[src/rtl/vdot_pipe_pkg.sv]
// rtl/vdot_pipe_pkg.sv - shared constants and parameter legality check for the VDOT pipe
package vdot_pipe_pkg;

  localparam int VDOT_EW_8    = 8;
  localparam int VDOT_EW_16   = 16;
  localparam int VDOT_EW_32   = 32;
  localparam int VDOT_LAT_MIN = 2;
  localparam int VDOT_LAT_MAX = 8;

  // EXE result-source encodings used when aligning VDOT with the other units
  typedef enum logic [1:0] {
    OP_ALU = 2'd0,
    OP_MEM = 2'd1,
    OP_MUL = 2'd2
  } op_type_e;

  function automatic bit params_legal(input int xlen, input int ew, input int lat);
    bit ew_ok;
    ew_ok = (ew == VDOT_EW_8) || (ew == VDOT_EW_16) || (ew == VDOT_EW_32);
    return ew_ok && (ew <= xlen) && ((xlen % ew) == 0) &&
           (lat >= VDOT_LAT_MIN) && (lat <= VDOT_LAT_MAX);
  endfunction

endpackage

[src/rtl/vdot_pipe_if.sv]
// rtl/vdot_pipe_if.sv - operand/result bundle between EXE issue logic and the VDOT pipe
interface vdot_pipe_if #(
  parameter int XLEN = 32,
  parameter int TAGW = 5
);
  logic            in_valid;
  logic [XLEN-1:0] A;
  logic [XLEN-1:0] B;
  logic            sgn;
  logic            acc;
  logic [TAGW-1:0] tag_in;
  logic            out_valid;
  logic [XLEN-1:0] res;
  logic [TAGW-1:0] tag_out;
  logic            busy;

  modport master (
    output in_valid, A, B, sgn, acc, tag_in,
    input  out_valid, res, tag_out, busy
  );

  modport slave (
    input  in_valid, A, B, sgn, acc, tag_in,
    output out_valid, res, tag_out, busy
  );
endinterface

[src/rtl/vdot_pipe_add_tree.sv]
// rtl/vdot_pipe_add_tree.sv - combinational sum of lane products, sign- or zero-extended
module vdot_pipe_add_tree #(
  parameter int LANES = 4,
  parameter int IW    = 16,
  parameter int OW    = 32
) (
  input  logic [LANES*IW-1:0] terms,
  input  logic                sgn,
  output logic [OW-1:0]       sum
);

  localparam int SW = (OW > IW) ? OW : IW;

  logic [SW-1:0] acc_w;
  logic [SW-1:0] ext;

  always_comb begin
    acc_w = '0;
    ext   = '0;
    for (int i = 0; i < LANES; i++) begin
      ext   = sgn ? SW'($signed(terms[i*IW +: IW])) : SW'(terms[i*IW +: IW]);
      acc_w = acc_w + ext;
    end
  end

  assign sum = acc_w[OW-1:0];

endmodule

[src/rtl/vdot_pipe.sv]
// rtl/vdot_pipe.sv - pipelined packed-SIMD dot product with running accumulator
module vdot_pipe
  import vdot_pipe_pkg::*;
#(
  parameter int XLEN = 32,
  parameter int EW   = 8,
  parameter int LAT  = 3,
  parameter int TAGW = 5
) (
  input  logic         clk,
  input  logic         rst,
  input  logic         EN,
  input  logic         flush,
  input  logic         acc_clr,
  vdot_pipe_if.slave   bus
);

  localparam int LANES = XLEN / EW;
  localparam int PW    = 2 * EW;
  localparam int ND    = LAT - 2;

  if (!params_legal(XLEN, EW, LAT)) begin : g_bad_params
    $error("vdot_pipe: illegal XLEN/EW/LAT combination");
  end

  logic [LANES*PW-1:0] prod_d;
  logic [PW-1:0]       ea, eb;

  always_comb begin
    prod_d = '0;
    ea     = '0;
    eb     = '0;
    for (int i = 0; i < LANES; i++) begin
      ea = bus.sgn ? PW'($signed(bus.A[i*EW +: EW])) : PW'(bus.A[i*EW +: EW]);
      eb = bus.sgn ? PW'($signed(bus.B[i*EW +: EW])) : PW'(bus.B[i*EW +: EW]);
      prod_d[i*PW +: PW] = ea * eb;
    end
  end

  logic                s1_v, s1_sgn, s1_acc;
  logic [TAGW-1:0]     s1_tag;
  logic [LANES*PW-1:0] s1_prod;

  always_ff @(posedge clk or posedge rst) begin
    if (rst) begin
      s1_v    <= 1'b0;
      s1_sgn  <= 1'b0;
      s1_acc  <= 1'b0;
      s1_tag  <= '0;
      s1_prod <= '0;
    end else begin
      if (flush)   s1_v <= 1'b0;
      else if (EN) s1_v <= bus.in_valid;
      if (EN) begin
        s1_sgn  <= bus.sgn;
        s1_acc  <= bus.acc;
        s1_tag  <= bus.tag_in;
        s1_prod <= prod_d;
      end
    end
  end

  logic [XLEN-1:0] tree_sum;

  vdot_pipe_add_tree #(.LANES(LANES), .IW(PW), .OW(XLEN)) u_tree (
    .terms (s1_prod),
    .sgn   (s1_sgn),
    .sum   (tree_sum)
  );

  logic            fin_v, fin_acc, dly_busy;
  logic [TAGW-1:0] fin_tag;
  logic [XLEN-1:0] fin_sum;

  // With LAT=2 the tree output feeds the final stage directly
  if (ND == 0) begin : g_nodly
    assign fin_v    = s1_v;
    assign fin_acc  = s1_acc;
    assign fin_tag  = s1_tag;
    assign fin_sum  = tree_sum;
    assign dly_busy = 1'b0;
  end else begin : g_dly
    logic [ND-1:0]   d_v, d_acc;
    logic [TAGW-1:0] d_tag [ND];
    logic [XLEN-1:0] d_sum [ND];

    always_ff @(posedge clk or posedge rst) begin
      if (rst) begin
        d_v   <= '0;
        d_acc <= '0;
        for (int k = 0; k < ND; k++) begin
          d_tag[k] <= '0;
          d_sum[k] <= '0;
        end
      end else begin
        if (flush) d_v <= '0;
        else if (EN) begin
          d_v[0] <= s1_v;
          for (int k = 1; k < ND; k++) d_v[k] <= d_v[k-1];
        end
        if (EN) begin
          d_acc[0] <= s1_acc;
          d_tag[0] <= s1_tag;
          d_sum[0] <= tree_sum;
          for (int k = 1; k < ND; k++) begin
            d_acc[k] <= d_acc[k-1];
            d_tag[k] <= d_tag[k-1];
            d_sum[k] <= d_sum[k-1];
          end
        end
      end
    end

    assign fin_v    = d_v[ND-1];
    assign fin_acc  = d_acc[ND-1];
    assign fin_tag  = d_tag[ND-1];
    assign fin_sum  = d_sum[ND-1];
    assign dly_busy = |d_v;
  end

  logic            out_v_q;
  logic [XLEN-1:0] res_q, acc_q, r;
  logic [TAGW-1:0] tag_q;
  logic            fin_take, acc_we;

  // acc_q is read and written in the same stage so back-to-back acc ops chain
  assign r        = fin_sum + (fin_acc ? acc_q : '0);
  assign fin_take = EN && fin_v && !flush;
  assign acc_we   = fin_take && fin_acc;

  always_ff @(posedge clk or posedge rst) begin
    if (rst) begin
      out_v_q <= 1'b0;
      res_q   <= '0;
      tag_q   <= '0;
      acc_q   <= '0;
    end else begin
      if (flush)   out_v_q <= 1'b0;
      else if (EN) out_v_q <= fin_v;
      if (fin_take) begin
        res_q <= r;
        tag_q <= fin_tag;
      end
      if (acc_clr)     acc_q <= '0;
      else if (acc_we) acc_q <= r;
    end
  end

  assign bus.out_valid = out_v_q;
  assign bus.res       = res_q;
  assign bus.tag_out   = tag_q;
  assign bus.busy      = s1_v | dly_busy | out_v_q;

endmodule

[src/flat_wrapper.sv]
// flat-port wrapper written by rule: the top's interface ports become plain ports
module vdot_pipe_flat import vdot_pipe_pkg::*;
#(
  parameter int XLEN = 32,
  parameter int EW   = 8,
  parameter int LAT  = 3,
  parameter int TAGW = 5
)
  (clk, rst, EN, flush, acc_clr, bus_in_valid, bus_A, bus_B, bus_sgn, bus_acc, bus_tag_in, bus_out_valid, bus_res, bus_tag_out, bus_busy);
  vdot_pipe_if #(.XLEN(XLEN), .TAGW(TAGW)) bus_i ();
  input  logic clk;
  input  logic rst;
  input  logic EN;
  input  logic flush;
  input  logic acc_clr;
  input wire logic [$bits(bus_i.in_valid)-1:0] bus_in_valid;
  input wire logic [$bits(bus_i.A)-1:0] bus_A;
  input wire logic [$bits(bus_i.B)-1:0] bus_B;
  input wire logic [$bits(bus_i.sgn)-1:0] bus_sgn;
  input wire logic [$bits(bus_i.acc)-1:0] bus_acc;
  input wire logic [$bits(bus_i.tag_in)-1:0] bus_tag_in;
  output wire logic [$bits(bus_i.out_valid)-1:0] bus_out_valid;
  output wire logic [$bits(bus_i.res)-1:0] bus_res;
  output wire logic [$bits(bus_i.tag_out)-1:0] bus_tag_out;
  output wire logic [$bits(bus_i.busy)-1:0] bus_busy;
  assign bus_i.in_valid = bus_in_valid;
  assign bus_i.A = bus_A;
  assign bus_i.B = bus_B;
  assign bus_i.sgn = bus_sgn;
  assign bus_i.acc = bus_acc;
  assign bus_i.tag_in = bus_tag_in;
  assign bus_out_valid = bus_i.out_valid;
  assign bus_res = bus_i.res;
  assign bus_tag_out = bus_i.tag_out;
  assign bus_busy = bus_i.busy;
  vdot_pipe #(.XLEN(XLEN), .EW(EW), .LAT(LAT), .TAGW(TAGW)) u_core (.clk(clk), .rst(rst), .EN(EN), .flush(flush), .acc_clr(acc_clr), .bus(bus_i));
endmodule
[config.mk]
export PLATFORM = sky130hd
export DESIGN_NAME = vdot_pipe_flat
export DESIGN_NICKNAME = d
export VERILOG_FILES = /design/src/rtl/vdot_pipe_pkg.sv /design/src/rtl/vdot_pipe_if.sv /design/src/rtl/vdot_pipe_add_tree.sv /design/src/rtl/vdot_pipe.sv /design/src/flat_wrapper.sv
export SDC_FILE = /design/constraint.sdc
export NUM_CORES = 2
export LEC_CHECK = 0
export BUFFER_PORTS_ARGS = -buffer_cell sky130_fd_sc_hd__buf_2
export CAP_MARGIN = 30
export CORE_UTILIZATION = 40
export DETAILED_ROUTE_END_ITERATION = 8
export SLEW_MARGIN = 15
export SYNTH_ARGS = -nofsm -noshare
export SYNTH_HDL_FRONTEND = slang
export SYNTH_SLANG_ARGS = --single-unit
export TNS_END_PERCENT = 20
[constraint.sdc]
create_clock -name clk -period 8.39 [get_ports clk]
set_clock_uncertainty 0.1 [all_clocks]
set_input_delay 0.839 -clock clk [delete_from_list [all_inputs] [get_ports clk]]
set_output_delay 0.839 -clock clk [all_outputs]
set_load 0.02 [all_outputs]
==> out/summary.txt <==
1st-pass router iterations - 9
Syn Area/Cell - 9.44 um^2
Worst setup EP type - flip-flop
Final period util - 73.2%
CP Capture Point - u_core.s1_prod[47]
Port Buffers - 115
CP startpoint kind - input port
synthesized instance count - 2,548
CP max FO - 22
layout cells sized above 1 - 9.87%
net count after synthesis - 3,201
slew of the pin with the lowest slew margin - 0.872 ns
Slowest-stage cell, CP - fa_1
drc violations - 12
pwr/cell area - 370 nW/um^2
most frequent cells in the layout - 470 x inv_1, 311 x fa_1, 265 x ha_1
met2 Use GR - 31.2%
starting density of the core - 40.6%
HP Class - reg2reg
Peak VDD IR - 295 uV
vias in the first global route - 17,800
Max Cap Violations - 0
die area - 61,100 um^2
Post-CTS Setup Inserts - 0
Post-CTS Hold Buffers - 0
Async S/R FF share, synth - 100%
Worst R2R Start - u_core.s1_prod[17]
Tmin final - 6.14 ns
Worst EP arrival - 6.38 ns
setup tns final - 0 ns
Via Count - 16,900
Die X - 247 um
GPL Wtd Cong - 0.849
Slew Limit Fails - 0
# IOs - 116
reg2reg end - u_core.fin_sum[23]
EDFF count, synth - 0
Setup-failing EPs final - 0
initial antenna violation count - 1
crit path launch - bus_sgn
commonest non-fill, non-tap cell in the layout - inv_1
drt via density - 4.96
site row count - 89
final hold violations - 0
GRT Resource Usage Total - 18.0%
failing checks - DRC
post-route ant nets - 0
Yosys cell types - 68
core area - 59,200 um^2
Rel. slew slack - 41.8%
Post-Syn Area - 24,100 um^2
M3 GR Usage - 1.67%
PostCTS Resize Cnt - 0
met1 global-route usage - 24.5%
TritonCTS Sinks - 181
fin worst setup slack - 2.25 ns
Final HPWL DP - 42,300 um
hold path start - u_core.fin_tag[3]
root buffer cell - clkbuf_16
drt wl/cell - 15.3 um
first-pass GRT wire length - 89,100 um
total CTS buffers - 17
yosys warns - 0
Fmax - 163 MHz
CTS clk-pin slew, worst paths - 0.07 ns
Leak - 13.0 nW
Worst Path Class, Setup - in2reg
R2R depth - 15
Seq/Total Area, Yosys - 18.8%
CP top delay family - adder cells
drt total wl - 52,000 um
H-tree depth - 4
Clock Path Buffers - 2
cell repeated most along the worst path - fa_1
TritonCTS clock tree - yes
Crit path buffers/inverters - 4
Critical Path Stages - 18
synthesized flop and latch total - 181
busiest grt layer - met2
RSZ-0062 raised after global routing - no
outcome - complete, but fails checks
Top FF cell, synth - dfrtp_1
Chip Height - 247 um
DRT iter0 DRCs - 758
Worst path max stage delay - 0.64 ns
largest net degree at the start of global routing - 114
P&R area growth vs syn - 8.09%
R2R setup slack - 4.17 ns
overflow left after global routing - 0
Clk Latency, worst-skew pair - 0.45 ns
Final nets - 3,264
Worst Path Required - 8.63 ns
CP Cell Sequence - buf_2, and2_1, nand2_1, fa_1, fa_1, inv_1, fa_1, inv_1, fa_1, inv_1, fa_1, fa_1, ha_1, nor2b_1, o21a_1, o41ai_1, xnor2_1, mux2_2
pre-CTS WS - 1.70 ns
Yosys cell counts, types with 5 or more instances:
library cell,count,area share [%]
nand2b_1,14,0.36
nand2_1,222,3.5
a21oi_1,80,1.7
xnor2_1,149,5.4
and3_1,26,0.68
and2_1,239,6.2
ha_1,265,14
mux2i_1,5,0.21
a211oi_1,9,0.28
o21bai_1,17,0.53
dfrtp_1,181,19
clkbuf_1,74,1.2
nor2_1,85,1.3
mux2_2,81,3.8
nor2b_1,13,0.34
inv_1,471,7.3
nor3_1,16,0.33
o21ai_1,6,0.12
a21o_1,28,0.87
xor2_1,34,1.2
fa_1,311,26
o21a_1,9,0.28
a31oi_1,11,0.29
a41oi_1,6,0.22
o21ai_0,105,2.2
nand3_1,18,0.37
worst min-delay path, cell delays in order, from the launching register on:
cell and delay, ns:
dfrtp_1 0.34, nand2_1 0.05, nand2_1 0.05
where the power goes:
part	internal [W]	total (W)	leakage, nW	switching [W]
clock network	0.000432	0.000802	0.283	0.000369
registers	0.00122	0.00146	2.26	0.000240
logic	0.00347	0.00736	10.5	0.00389
total	0.00512	0.00962	13.0	0.00450
kinds of logic (layout without fill, tap and decap cells):
group | Yosys count | after routing | share of synthesized area (%)
buffers and inverters | 552 | 628 | 8.68
other | 0 | 1 | 0
and+or+nand+nor | 649 | 649 | 13.6
AOI/OAI and AO/OA | 317 | 317 | 8.30
xor gates and xnor gates | 185 | 185 | 6.85
DFF | 181 | 181 | 18.8
muxes | 87 | 87 | 4.05
adders and majority gates | 577 | 577 | 39.7
cell type report:
class                      instances  area [um^2]
sequential                       181         4530
timing repair buffer             125          703
antenna                            1         2.50
tap                              773          967
clock inverter                    11          114
fill                            5815        33200
inverter                         471         1780
multi-input combinational       1815        17500
clock buffer                      21          460
flip-flops by register name, indices dropped and copies added, names as in the netlist, 5 cells and up:
signal              flops
u_core.bus.tag_out      5
u_core.s1_prod         64
u_core.fin_sum         32
u_core.s1_tag           5
u_core.acc_q           32
u_core.bus.res         32
u_core.fin_tag          5
metal layers:
metal	vias to the layer above	share of wire (%)
li1	8133	-
met1	8460	48
met2	237	49
met3	35	2.6
met4	0	0.97
met5	-	0
how the worst min path moves through the flow:
| stage | to | slack (ns) | cells after the start |
|---|---|---|---|
| finish | u_core.bus.tag_out[3] | 0.37 | 2 |
| global route | u_core.acc_q[9] | 0.40 | 2 |
| CTS | u_core.bus.tag_out[1] | 0.37 | 2 |
| detailed placement | u_core.bus.tag_out[3] | 0.36 | 2 |
| global placement | u_core.bus.tag_out[4] | 0.35 | 2 |
| floorplan | u_core.bus.tag_out[0] | 0.33 | 2 |
metrics by stage:
stage / utilization [%] / hold WS, ns / cell area, um^2 / power [W] / std cells
after floorplan: - / 0.335 / 24100 / 0.00729 / 2548
after global placement: 42.8 / 0.346 / 25300 / 0.00867 / 3361
after detailed placement: 42.8 / 0.358 / 25400 / 0.00885 / 3363
after CTS: 43.8 / 0.374 / 25900 / 0.00972 / 3395
after global routing: 43.9 / 0.401 / 26000 / 0.0108 / 3398
final: 43.9 / 0.368 / 26000 / 0.00962 / 3398
(Power assumes the default switching activity.)
